File: src/rtl/inverse_phi1_stream.sv
// Inverse-phi1 balanced-ternary digit stream: LANES digits per beat, N digits per run,
// delivered on a registered valid/ready interface with lane mask, last flag and done pulse.
module inverse_phi1_stream #(
  parameter  int LANES = 4,
  parameter  int N     = 701,
  localparam int CNT_W = $clog2(N + 1)
) (
  input  logic               clk,
  input  logic               rst,
  input  logic               start,
  input  logic [1:0]         init,
  input  logic [LANES-1:0]   spe_case,
  output logic               busy,
  output logic               out_valid,
  input  logic               out_ready,
  output logic [2*LANES-1:0] digits,
  output logic [LANES-1:0]   lane_mask,
  output logic               last,
  output logic               done
);

  typedef enum logic {S_IDLE = 1'b0, S_RUN = 1'b1} state_t;

  state_t             r_fsm;
  state_t             w_fsm_next;
  logic [1:0]         r_state;
  logic [CNT_W-1:0]   r_remaining;
  logic [2*LANES-1:0] r_digits;
  logic [LANES-1:0]   r_mask;
  logic               r_last;
  logic               r_valid;
  logic               r_busy;
  logic               r_done;

  logic               w_gen;
  logic               w_finish;
  logic [1:0]         w_seed;
  logic [31:0]        w_rem_before;
  logic [1:0]         w_chain [LANES+1];
  logic [LANES-1:0]   w_real;
  logic [LANES-1:0]   w_is_tail;
  logic [2*LANES-1:0] w_beat;
  logic [1:0]         w_tail;
  logic               w_last_beat;
  logic [CNT_W-1:0]   w_rem_after;

  function automatic logic [1:0] step(input logic sc, input logic [1:0] s);
    logic g;
    g = ~(sc | s[1]);
    return {g & s[0], g | ~s[0]};
  endfunction

  // A fresh run seeds from init and counts all N digits; later beats continue from r_state.
  assign w_seed       = (r_fsm == S_IDLE) ? init : r_state;
  assign w_rem_before = (r_fsm == S_IDLE) ? 32'(N) : 32'(r_remaining);
  assign w_chain[0]   = w_seed;

  genvar gi;
  generate
    for (gi = 0; gi < LANES; gi++) begin : g_lane
      assign w_chain[gi+1]    = step(spe_case[gi], w_chain[gi]);
      assign w_real[gi]       = (w_rem_before > 32'(gi));
      assign w_beat[2*gi +: 2] = w_real[gi] ? w_chain[gi+1] : 2'b00;
      if (gi == LANES - 1) begin : g_top
        assign w_is_tail[gi] = w_real[gi];
      end else begin : g_mid
        assign w_is_tail[gi] = w_real[gi] & ~w_real[gi+1];
      end
    end
  endgenerate

  always_comb begin
    w_tail = 2'b00;
    for (int i = 0; i < LANES; i++) begin
      if (w_is_tail[i]) w_tail = w_chain[i+1];
    end
  end

  assign w_last_beat = (w_rem_before <= 32'(LANES));
  assign w_rem_after = w_last_beat ? '0 : CNT_W'(w_rem_before - 32'(LANES));

  always_ff @(posedge clk) begin
    if (!rst) r_fsm <= S_IDLE;
    else      r_fsm <= w_fsm_next;
  end

  // out_valid is always high while in RUN, so out_ready alone marks a handshake there.
  always_comb begin
    w_fsm_next = r_fsm;
    case (r_fsm)
      S_IDLE:  if (start) w_fsm_next = S_RUN;
      S_RUN:   if (out_ready && (r_remaining == '0)) w_fsm_next = S_IDLE;
      default: w_fsm_next = S_IDLE;
    endcase
  end

  always_comb begin
    w_gen    = 1'b0;
    w_finish = 1'b0;
    case (r_fsm)
      S_IDLE: w_gen = start;
      S_RUN: begin
        if (out_ready) begin
          if (r_remaining == '0) w_finish = 1'b1;
          else                   w_gen    = 1'b1;
        end
      end
      default: ;
    endcase
  end

  always_ff @(posedge clk) begin
    if (!rst) begin
      r_state     <= 2'b00;
      r_remaining <= '0;
      r_digits    <= '0;
      r_mask      <= '0;
      r_last      <= 1'b0;
      r_valid     <= 1'b0;
      r_busy      <= 1'b0;
      r_done      <= 1'b0;
    end else begin
      r_done <= w_finish;
      if (w_gen) begin
        r_digits    <= w_beat;
        r_mask      <= w_real;
        r_last      <= w_last_beat;
        r_state     <= w_tail;
        r_remaining <= w_rem_after;
        r_valid     <= 1'b1;
        r_busy      <= 1'b1;
      end else if (w_finish) begin
        r_valid <= 1'b0;
        r_busy  <= 1'b0;
        r_last  <= 1'b0;
      end
    end
  end

  assign busy      = r_busy;
  assign out_valid = r_valid;
  assign digits    = r_digits;
  assign lane_mask = r_mask;
  assign last      = r_last;
  assign done      = r_done;

endmodule

File: config.mk
export PLATFORM = sky130hd
export DESIGN_NAME = inverse_phi1_stream
export DESIGN_NICKNAME = d
export VERILOG_FILES = /design/src/rtl/inverse_phi1_stream.sv
export SDC_FILE = /design/constraint.sdc
export NUM_CORES = 1
export LEC_CHECK = 0
export CELL_PAD_IN_SITES_DETAIL_PLACEMENT = 0
export CELL_PAD_IN_SITES_GLOBAL_PLACEMENT = 1
export CORE_MARGIN = 5
export CORE_UTILIZATION = 38
export DETAILED_ROUTE_END_ITERATION = 8
export PLACE_DENSITY = 0.89
export REMOVE_ABC_BUFFERS = 1
export SYNTH_ARGS = -nofsm -noshare
export SYNTH_HDL_FRONTEND = slang
export SYNTH_SLANG_ARGS = --single-unit
File: constraint.sdc
create_clock -name clk -period 2.7 [get_ports clk]
set_input_delay 0.81 -clock clk [delete_from_list [all_inputs] [get_ports clk]]
set_output_delay 0.81 -clock clk [all_outputs]
set_load 0.1 [all_outputs]
# == Yosys cells after proc, flatten, opt, wreduce, memory -nomap -nowiden ==
# Cells that the tools add are included.
# totals
register_bits,28
in_bits,10
output_inout_bits,16
elab_cells,67
# op_classes
addsub,1
magnitude_cmp,5
mux,23
bitwise_logic,27
n_reduce_logical,3
# ops
op,count
"> comparator 10 x 1 -> 1 bit, second input constant",2
"> comparator 10 x 2 -> 1 bit, second input constant",2
two-way mux 10 bit,2
two-way mux 2 bit,9
inverter 1 bit,12
"<= comparator 10 x 3 -> 1 bit, second input constant",1
logical NOT 10 bit,1
two-way mux 1 bit,10
"subtractor 10 x 3 -> 10 bit, second input constant",1
OR 1 bit,8
AND 1 bit,7
case mux 1 bit (2 select lines),2
nonzero test 2 bit,1
logical AND 1 bit,1

# == Logic depth before layout (Yosys ltp) ==
# Gate-level depths: netlist (run 1).
# depth
depth_word,14
depth_mapped,10
mapped_depth_nobuf,9

# == Least setup slack after synthesis (run 1) ==
# Ideal clock, no wire load.
# synth_timing
path_type,register to output
start,register busy (netlist name)
end,output out_valid
arrival_ns,1.373
required_ns,1.890
setup_slack_ns,0.517
path_stages_with_launch,2
n_path_buf,1
path_cell_list,dfxtp_1 > buf_4
# synth_rtl
item,line_no,source
"end, declared",14,"output logic out_valid,"

# == Worst setup path in the final report (run 1) ==
# layout_timing
start,input init[0]
end,register r_digits[4] (netlist: digits[4])
# layout_between
elab_chain_len,9
word_cells_on_any_way,14
classes_between,mux (2); bitwise (12)
# layout_rtl
item,line_no,source
"start, declared",11,"input logic [1:0] init,"
two-way mux 2 bit (*),54,assign w_seed = (r_fsm == S_IDLE) ? init : r_state;
AND 1 bit,50,"return {g & s[0], g | ~s[0]};"
OR 1 bit,49,g = ~(sc | s[1]);
inverter 1 bit,49,
AND 1 bit,50,
OR 1 bit,49,
inverter 1 bit,49,
OR 1 bit (*),50,
two-way mux 2 bit (*),63,assign w_beat[2*gi +: 2] = w_real[gi] ? w_chain[gi+1] : 2'b00;
"end signal, assigned",125,r_digits <= w_beat;
"end, declared",28,logic [2*LANES-1:0] r_digits;
# Mark *: on every way between the ends. The rest lies on a longest branch, timed or not.
# A chain may end at the register's enable or synchronous reset.

==> results.md, run 1 <==
* Status: finished clean
* Rel. slew slack at 69.06%
* Dominant synthesized flop cell: dfxtp_1
* CP Capture Type: flop
* Min-delay worst type: reg2reg
* TritonCTS clock tree: yes
* Clk pin slew, worst setup/hold paths at 0.09 ns
* Count leader, synth: dfxtp_1
* Via density at 5.437
* Main combinational cell family by area after synthesis: compound AO/OA/AOI/OAI gates
* Pwr dens at 634.9 nW/um2
* Leakage power at 0.7131 nW
* Sequential area share after synthesis at 38.13%
* Standard-cell row count at 22
* Most frequent cells after synthesis: dfxtp_1, nor2_1, nand2_1
* First-pass GRT wire length at 5.802 mm
* Max Fclk at 0.4145 GHz
* Post-CTS Setup Bufs at 0
* Gpl congestion at 0.8655
* Top-area cell type share of the netlist area at 38.13%
* Initial Util at 39.56%
* Synth async-reset ratio at 0%
* Hold violation count in the final report at 0
* Post-Synth Adder-Cell Area at 0.8511%
* DIE WIDTH at 72.20 um
* Fillers at 381
* Largest net degree at the start of global routing at 28
* Compound-Gate Fraction of Synth Area at 28.26%
* Antenna fix cells at 0
* RSZ-0062 raised after global routing: no
* Core area at 3716 um2
* Worst VDD drop at 0.2420 mV
* Die Ht at 72.20 um
* Slew @ Worst Pin at 0.4642 ns
* Worst path required time at 2.92 ns
* Ratio of cells with drive above 1 in the final layout at 18.45%
* DRC at 0
* Max-cap violations at 0
* Clock Path Buffers at 2
* Yosys warns at 0
* Total gr overflow at 0
* NumNets Final at 218
* Number of global-route vias before repair at 1,216
* Slew Viols, Final at 0
* Final setup vio count at 0
* Wire per inst at 13.69 um
* CTS Buf Count at 3
* Critical path class: in2reg
* Final Cycle Share at 89.36%
* H-tree depth at 1
* Post-synthesis xor/xnor area fraction at 0%
* Fin crit period at 2.413 ns
* Critical Path Start Type: input port
* Avg Inst Size Synth at 8.122 um2
* Synth-to-Final Area Change at 22.98%
* Starting DRT DRC Count at 119
* Root Driver: clkbuf_8
* TritonRoute pass-1 iters at 4
* Via count at 1,381
* Cells after Synth at 181
* Clock sink count at 28
* Reg2reg setup slack at 0.39 ns
* Synth Area in Simple Gates at 27.49%
* Port buffer count at 25
* Post-synthesis mux area share at 0.6809%
* Clock skew at 0.006661 ns
* Cts hold-fix bufs at 0
* Max Fanout on Critical Path at 4
* Post-Syn Area at 1470 um2
* Post_cts resized at 0
* Initial antenna violation count at 0
* Worst slack, placed at 0.05667 ns
* Post-synth EDFFs at 0
* Final worst slack at 0.2874 ns
* WP data arrival at 2.63 ns
* DIE AREA at 5213 um2
* Post-DRT Antenna Nets at 0
* Area leader, netlist: dfxtp_1
* TNS Setup at 0 ns
* Total Wirelength at 3.476 mm
* Library cells used by synthesis at 39
* Hpwl dp at 2.531 mm
* Tot GR Track Use at 13.97%
* Io pins at 26
* Seq cells post-synth at 28
* Clock Latency Late Sink at 0.28 ns
* Dominant cells by area after synthesis: dfxtp_1, o21ai_0, nor2b_1
==> flip-flops by register name, indices dropped and copies added (netlist names) <==
signal / count
busy: 1
digits: 8
done: 1
lane_mask: 4
last: 1
r_fsm: 1
r_remaining: 10
r_state: 2
==> final timing paths <==
path	startpoint	end	cells past startpoint
max reg2reg	r_fsm$_SDFF_PN0_	r_state[1]$_SDFFE_PN0P_	7
min	digits[5]$_SDFFE_PN0P_	digits[5]$_SDFFE_PN0P_	2
min reg2reg	digits[5]$_SDFFE_PN0P_	digits[5]$_SDFFE_PN0P_	2
max	init[0]	digits[4]$_SDFFE_PN0P_	8
==> layout make-up <==
class / instances / area, um2 / share of cell area (%)
inverters: 4 / 15.01 / 0.8305
repair buffers: 32 / 275.3 / 15.22
flip-flops and latches: 28 / 560.5 / 31.00
clock buffers: 4 / 55.05 / 3.045
multi-input cells: 138 / 842.1 / 46.57
well taps: 48 / 60.06 / 3.322
==> layer usage <==
metal | wire length (um) | up-vias | GRT usage (%)
met5 | 0 | - | 0
met4 | 64 | 0 | 6.263
met3 | 144 | 5 | 2.355
met2 | 1574 | 33 | 20.63
met1 | 1693 | 638 | 19.83
li1 | - | 705 | -
==> metrics by stage <==
| step | instance area (um2) | utilization, % | hold slack [ns] | cells | total power, mW |
|---|---|---|---|---|---|
| after floorplan | 1418 | - | 0.4790 | 170 | 0.7835 |
| after global placement | 1753 | 47.17 | 0.4531 | 250 | 0.8963 |
| after detailed placement | 1753 | 47.17 | 0.4544 | 250 | 0.8969 |
| after CTS | 1808 | 48.65 | 0.4682 | 254 | 1.157 |
| after global routing | 1808 | 48.65 | 0.4776 | 254 | 1.209 |
| final | 1808 | 48.65 | 0.4655 | 254 | 1.148 |
==> power breakdown <==
part	internal (mW)	switching (mW)	total [mW]
combinational	0.130	0.272	0.402
clock	0.131	0.130	0.261
sequential	0.450	0.0355	0.485
==> cells by family after synthesis <==
family,count (synthesis)
compound gates,59
flops,28
simple gates,77
mux,1
buf+inv,15
fa+ha+maj,1
==> critical path, stage by stage <==
cell             delay, ns
clkdlybuf4s50_1       0.52
o21ai_0               0.10
o21ai_0               0.36
nor2b_1               0.34
buf_4                 0.17
nor2_1                0.03
o31ai_1               0.17
and2_1                0.14
==> placed cells by master, fill, tap and decap left out, types with 2 or more instances in the layout <==
cell	n
a21oi_1	13
nand2_1	17
nand2b_1	2
clkdlybuf4s50_1	9
o21ai_0	13
nand3_1	7
or2_2	2
a211o_1	2
o221a_2	4
o211a_1	3
nor2b_1	11
o31ai_1	3
a21boi_0	5
a22oi_1	2
and4_1	3
a31oi_1	5
buf_4	22
dfxtp_1	28
nor3_1	6
inv_1	4
clkbuf_8	4
nor3b_1	3
o21a_1	2
and2_1	2
o21ai_1	2
nor2_1	18
(Power assumes the default switching activity.)
==> run 2, diff against run 1 <==
--- a/config.mk
+++ b/config.mk
@@ -5,10 +5,11 @@
 export SDC_FILE = /design/constraint.sdc
 export NUM_CORES = 1
 export LEC_CHECK = 0
+export ABC_AREA = 1
 export CELL_PAD_IN_SITES_DETAIL_PLACEMENT = 0
 export CELL_PAD_IN_SITES_GLOBAL_PLACEMENT = 1
 export CORE_MARGIN = 5
-export CORE_UTILIZATION = 38
+export CORE_UTILIZATION = 37
 export DETAILED_ROUTE_END_ITERATION = 8
 export PLACE_DENSITY = 0.89
 export REMOVE_ABC_BUFFERS = 1
==> constraint.sdc (replaced) <==
create_clock -name clk -period 2.7 [get_ports clk]
set_input_delay 0.81 -clock clk [delete_from_list [all_inputs] [get_ports clk]]
set_output_delay 0.81 -clock clk [all_outputs]
set_load 0.05 [all_outputs]
==> results.md, run 2 <==
* Tot GR Track Use at 13.28% (was 13.97%)
* Synth Area in Simple Gates at 40.78% (was 27.49%)
* Antenna fix cells at 0 (unchanged)
* CP top delay family: buffers and inverters (unchanged)
* Share of total power in sequential cells at 40.2% (was 42.3%)
* First-pass GRT wire length at 6.596 mm (was 5.802 mm)
* Via density at 4.794 (was 5.437)
* Via count at 1,491 (was 1,381)
* Largest net degree at the start of global routing at 29 (was 28)
* Min-delay worst type: reg2reg (unchanged)
* Hold violation count in the final report at 0 (unchanged)
* Net Sw Frac at 39.10% (was 38.16%)
* Max Fanout on Critical Path at 3 (was 4)
* Crit-path max cell delay at 0.81 ns (was 0.52 ns)
* Root Driver: clkbuf_8 (unchanged)
* Clock Latency Late Sink at 0.27 ns (was 0.28 ns)
* Post-Synth Adder-Cell Area at 0.7752% (was 0.8511%)
* WP data arrival at 1.44 ns (was 2.63 ns)
* Max reg flops at 10 (unchanged)
* Standard-cell row count at 24 (was 22)
* Pwr dens at 636.9 nW/um2 (was 634.9 nW/um2)
* Io pins at 26 (unchanged)
* Final setup vio count at 0 (unchanged)
* Clock skew at 0.005310 ns (was 0.006661 ns)
* Core area at 4294 um2 (was 3716 um2)
* Gpl congestion at 0.8436 (was 0.8655)
* Max-cap violations at 0 (unchanged)
* CP Capture Type: output pin (was flop)
* Met3 Use GR at 1.655% (was 2.355%)
* Min-delay src: digits[7]$_SDFFE_PN0P_ (was digits[5]$_SDFFE_PN0P_)
* Critical path class: reg2out (was in2reg)
* R2R Path Start: r_fsm$_SDFF_PN0_ (unchanged)
* Number of global-route vias before repair at 1,497 (was 1,216)
* Post-Syn Area at 1614 um2 (was 1470 um2)
* Fin crit period at 2.250 ns (was 2.413 ns)
* Max Fclk at 0.4444 GHz (was 0.4145 GHz)
* Worst path required time at 1.89 ns (was 2.92 ns)
* Initial Util at 37.59% (was 39.56%)
* DRC at 0 (unchanged)
* Synth async-reset ratio at 0% (unchanged)
* Cells after Synth at 234 (was 181)
* CTS Buf Count at 3 (unchanged)
* Main combinational cell family by area after synthesis: simple AND/OR/NAND/NOR gates (was compound AO/OA/AOI/OAI gates)
* TritonRoute pass-1 iters at 4 (unchanged)
* Seq cells post-synth at 28 (unchanged)
* Slew Viols, Final at 0 (unchanged)
* Dominant synthesized flop cell: dfxtp_1 (unchanged)
* Clock Path Buffers at 2 (unchanged)
* Internal at 0.7537 mW (was 0.7099 mW)
* Met1 usage at 18.22% (was 19.83%)
* Cts hold-fix bufs at 0 (unchanged)
* Count leader, synth: nand2_1 (was dfxtp_1)
* Initial antenna violation count at 0 (unchanged)
* Met2 usage at 21.32% (was 20.63%)
* Total Wirelength at 3.671 mm (was 3.476 mm)
* Switch Pwr at 0.4839 mW (was 0.4380 mW)
* Slew @ Worst Pin at 0.5053 ns (was 0.4642 ns)
* Post-synthesis xor/xnor area fraction at 0% (unchanged)
* Critical Path Start Type: flop (was input port)
* Reg2reg end: r_state[0]$_SDFFE_PN0P_ (was r_state[1]$_SDFFE_PN0P_)
* NumNets Final at 271 (was 218)
* Combinational fraction of design power at 38.6% (was 35.0%)
* Reg2reg setup slack at 0.68 ns (was 0.39 ns)
* Buffers and inverters on the worst path at 1 (was 2)
* Reg with most FFs: r_remaining (unchanged)
* Leakage power at 0.8241 nW (was 0.7131 nW)
* Hold path cells at 2 (unchanged)
* DIE AREA at 5783 um2 (was 5213 um2)
* Ratio of cells with drive above 1 in the final layout at 16.99% (was 18.45%)
* Slowest cell on the critical path: clkdlybuf4s50_1 (unchanged)
* Rel. slew slack at 66.21% (was 69.06%)
* DIE WIDTH at 76.05 um (was 72.20 um)
* Clk pin slew, worst setup/hold paths at 0.10 ns (was 0.09 ns)
* Top-area cell type share of the netlist area at 34.73% (was 38.13%)
* RSZ-0062 raised after global routing: no (unchanged)
* Grt peak-use layer: met2 (unchanged)
* Post-CTS Setup Bufs at 0 (unchanged)
* Critical path, cell by cell: clkdlybuf4s50_1 (was clkdlybuf4s50_1, o21ai_0, o21ai_0, nor2b_1, buf_4, nor2_1, o31ai_1, and2_1)
* Post-DRT Antenna Nets at 0 (unchanged)
* Clock share of power at 21.2% (was 22.7%)
* TritonCTS clock tree: yes (unchanged)
* Worst Hold End: digits[7]$_SDFFE_PN0P_ (was digits[5]$_SDFFE_PN0P_)
* Port buffer count at 25 (unchanged)
* Sequential area share after synthesis at 34.73% (was 38.13%)
* Post-synth EDFFs at 0 (unchanged)
* Worst reg2reg path depth at 14 (was 7)
* Clock sink count at 28 (unchanged)
* Synth-to-Final Area Change at 20.39% (was 22.98%)
* Yosys warns at 0 (unchanged)
* Most frequent cells in the layout: nand2_1, dfxtp_1, nor2_1, clkdlybuf4s50_1, a21oi_1 (was dfxtp_1, buf_4, nor2_1, nand2_1)
* TNS Setup at 0 ns (unchanged)
* Commonest non-fill, non-tap cell in the layout: nand2_1 (was dfxtp_1)
* Hpwl dp at 2.812 mm (was 2.531 mm)
* Final Cycle Share at 83.34% (was 89.36%)
* Post_cts resized at 0 (unchanged)
* Dominant cells by area after synthesis: dfxtp_1, nand2_1, nor2_1 (was dfxtp_1, o21ai_0, nor2b_1)
* Wire per inst at 11.80 um (was 13.69 um)
* Post-synthesis mux area share at 0% (was 0.6809%)
* H-tree depth at 1 (unchanged)
* Total design power at 1.238 mW (was 1.148 mW)
* Most frequent cells after synthesis: nand2_1, dfxtp_1, nor2_1 (was dfxtp_1, nor2_1, nand2_1)
* Total gr overflow at 0 (unchanged)
* Avg Inst Size Synth at 6.898 um2 (was 8.122 um2)
* Starting DRT DRC Count at 105 (was 119)
* Library cells used by synthesis at 35 (was 39)
* Status: finished clean (unchanged)
* Area leader, netlist: dfxtp_1 (unchanged)
* Compound-Gate Fraction of Synth Area at 12.64% (was 28.26%)
* Worst VDD drop at 0.3197 mV (was 0.2420 mV)
* Die Ht at 76.05 um (was 72.20 um)
==> run 2: changes by cell type after synthesis, sizes merged, moves of 4 or more <==
cell,previous run,this run
a21boi,5,1
a21oi,13,21
a31oi,5,0
clkbuf,9,2
inv,4,30
nand2,17,68
nand3,7,18
nor2,18,35
nor2b,11,0
o21ai,15,7
o221a,4,0
==> run 2: logic make-up after synthesis <==
kind of cell             Yosys count
AO/OA/AOI/OAI                     36
adder cells (fa/ha/maj)            1
buffers and inverters             37
flip-flops                        28
AND/OR/NAND/NOR                  132
==> run 2: power groups by stage <==
stage	logic, mW	clock network [mW]	registers (mW)
detailed placement	0.478	0	0.508
global placement	0.476	0	0.507
CTS	0.480	0.271	0.498
floorplan	0.237	0	0.614
finish	0.478	0.263	0.497
global route	0.525	0.285	0.505
==> run 2: worst max path at each step <==
stage | cells after the start | from | to | slack (ns)
after global placement | 11 | start | r_state[1]$_SDFFE_PN0P_ | 0.38
after global routing | 1 | busy$_SDFFE_PN0P_ | busy | 0.40
after floorplan | 12 | r_fsm$_SDFF_PN0_ | digits[3]$_SDFFE_PN0P_ | 0.67
final | 1 | busy$_SDFFE_PN0P_ | busy | 0.45
after detailed placement | 9 | start | r_remaining[6]$_SDFFE_PN0P_ | 0.35
after CTS | 1 | busy$_SDFFE_PN0P_ | busy | 0.44
==> run 2: routing by layer <==
metal	vias up	part of all wire [%]
li1	803	-
met1	661	51
met2	25	45
met3	2	3.2
met4	0	1.3
met5	-	0
==> run 2: stage by stage <==
step	util (%)	setup slack [ns]	area [um2]	hold WS, ns	instances
after CTS	45.25	0.4352	1943	0.4730	311
final	45.25	0.4497	1943	0.4719	311
after global routing	45.25	0.4009	1943	0.4869	311
after detailed placement	43.97	0.3517	1888	0.4580	307
after global placement	43.97	0.3819	1888	0.4524	307
after floorplan	-	0.6738	1550	0.4453	227
==> run 2: final cells by class <==
| cell class | instances | area, um2 |
|---|---|---|
| Clock buffer | 4 | 55.05 |
| Fill cell | 464 | 2351 |
| Inverter | 30 | 115.1 |
| Multi-Input combinational cell | 169 | 874.6 |
| Sequential cell | 28 | 560.5 |
| Tap cell | 52 | 65.06 |
| Timing Repair Buffer | 28 | 272.8 |
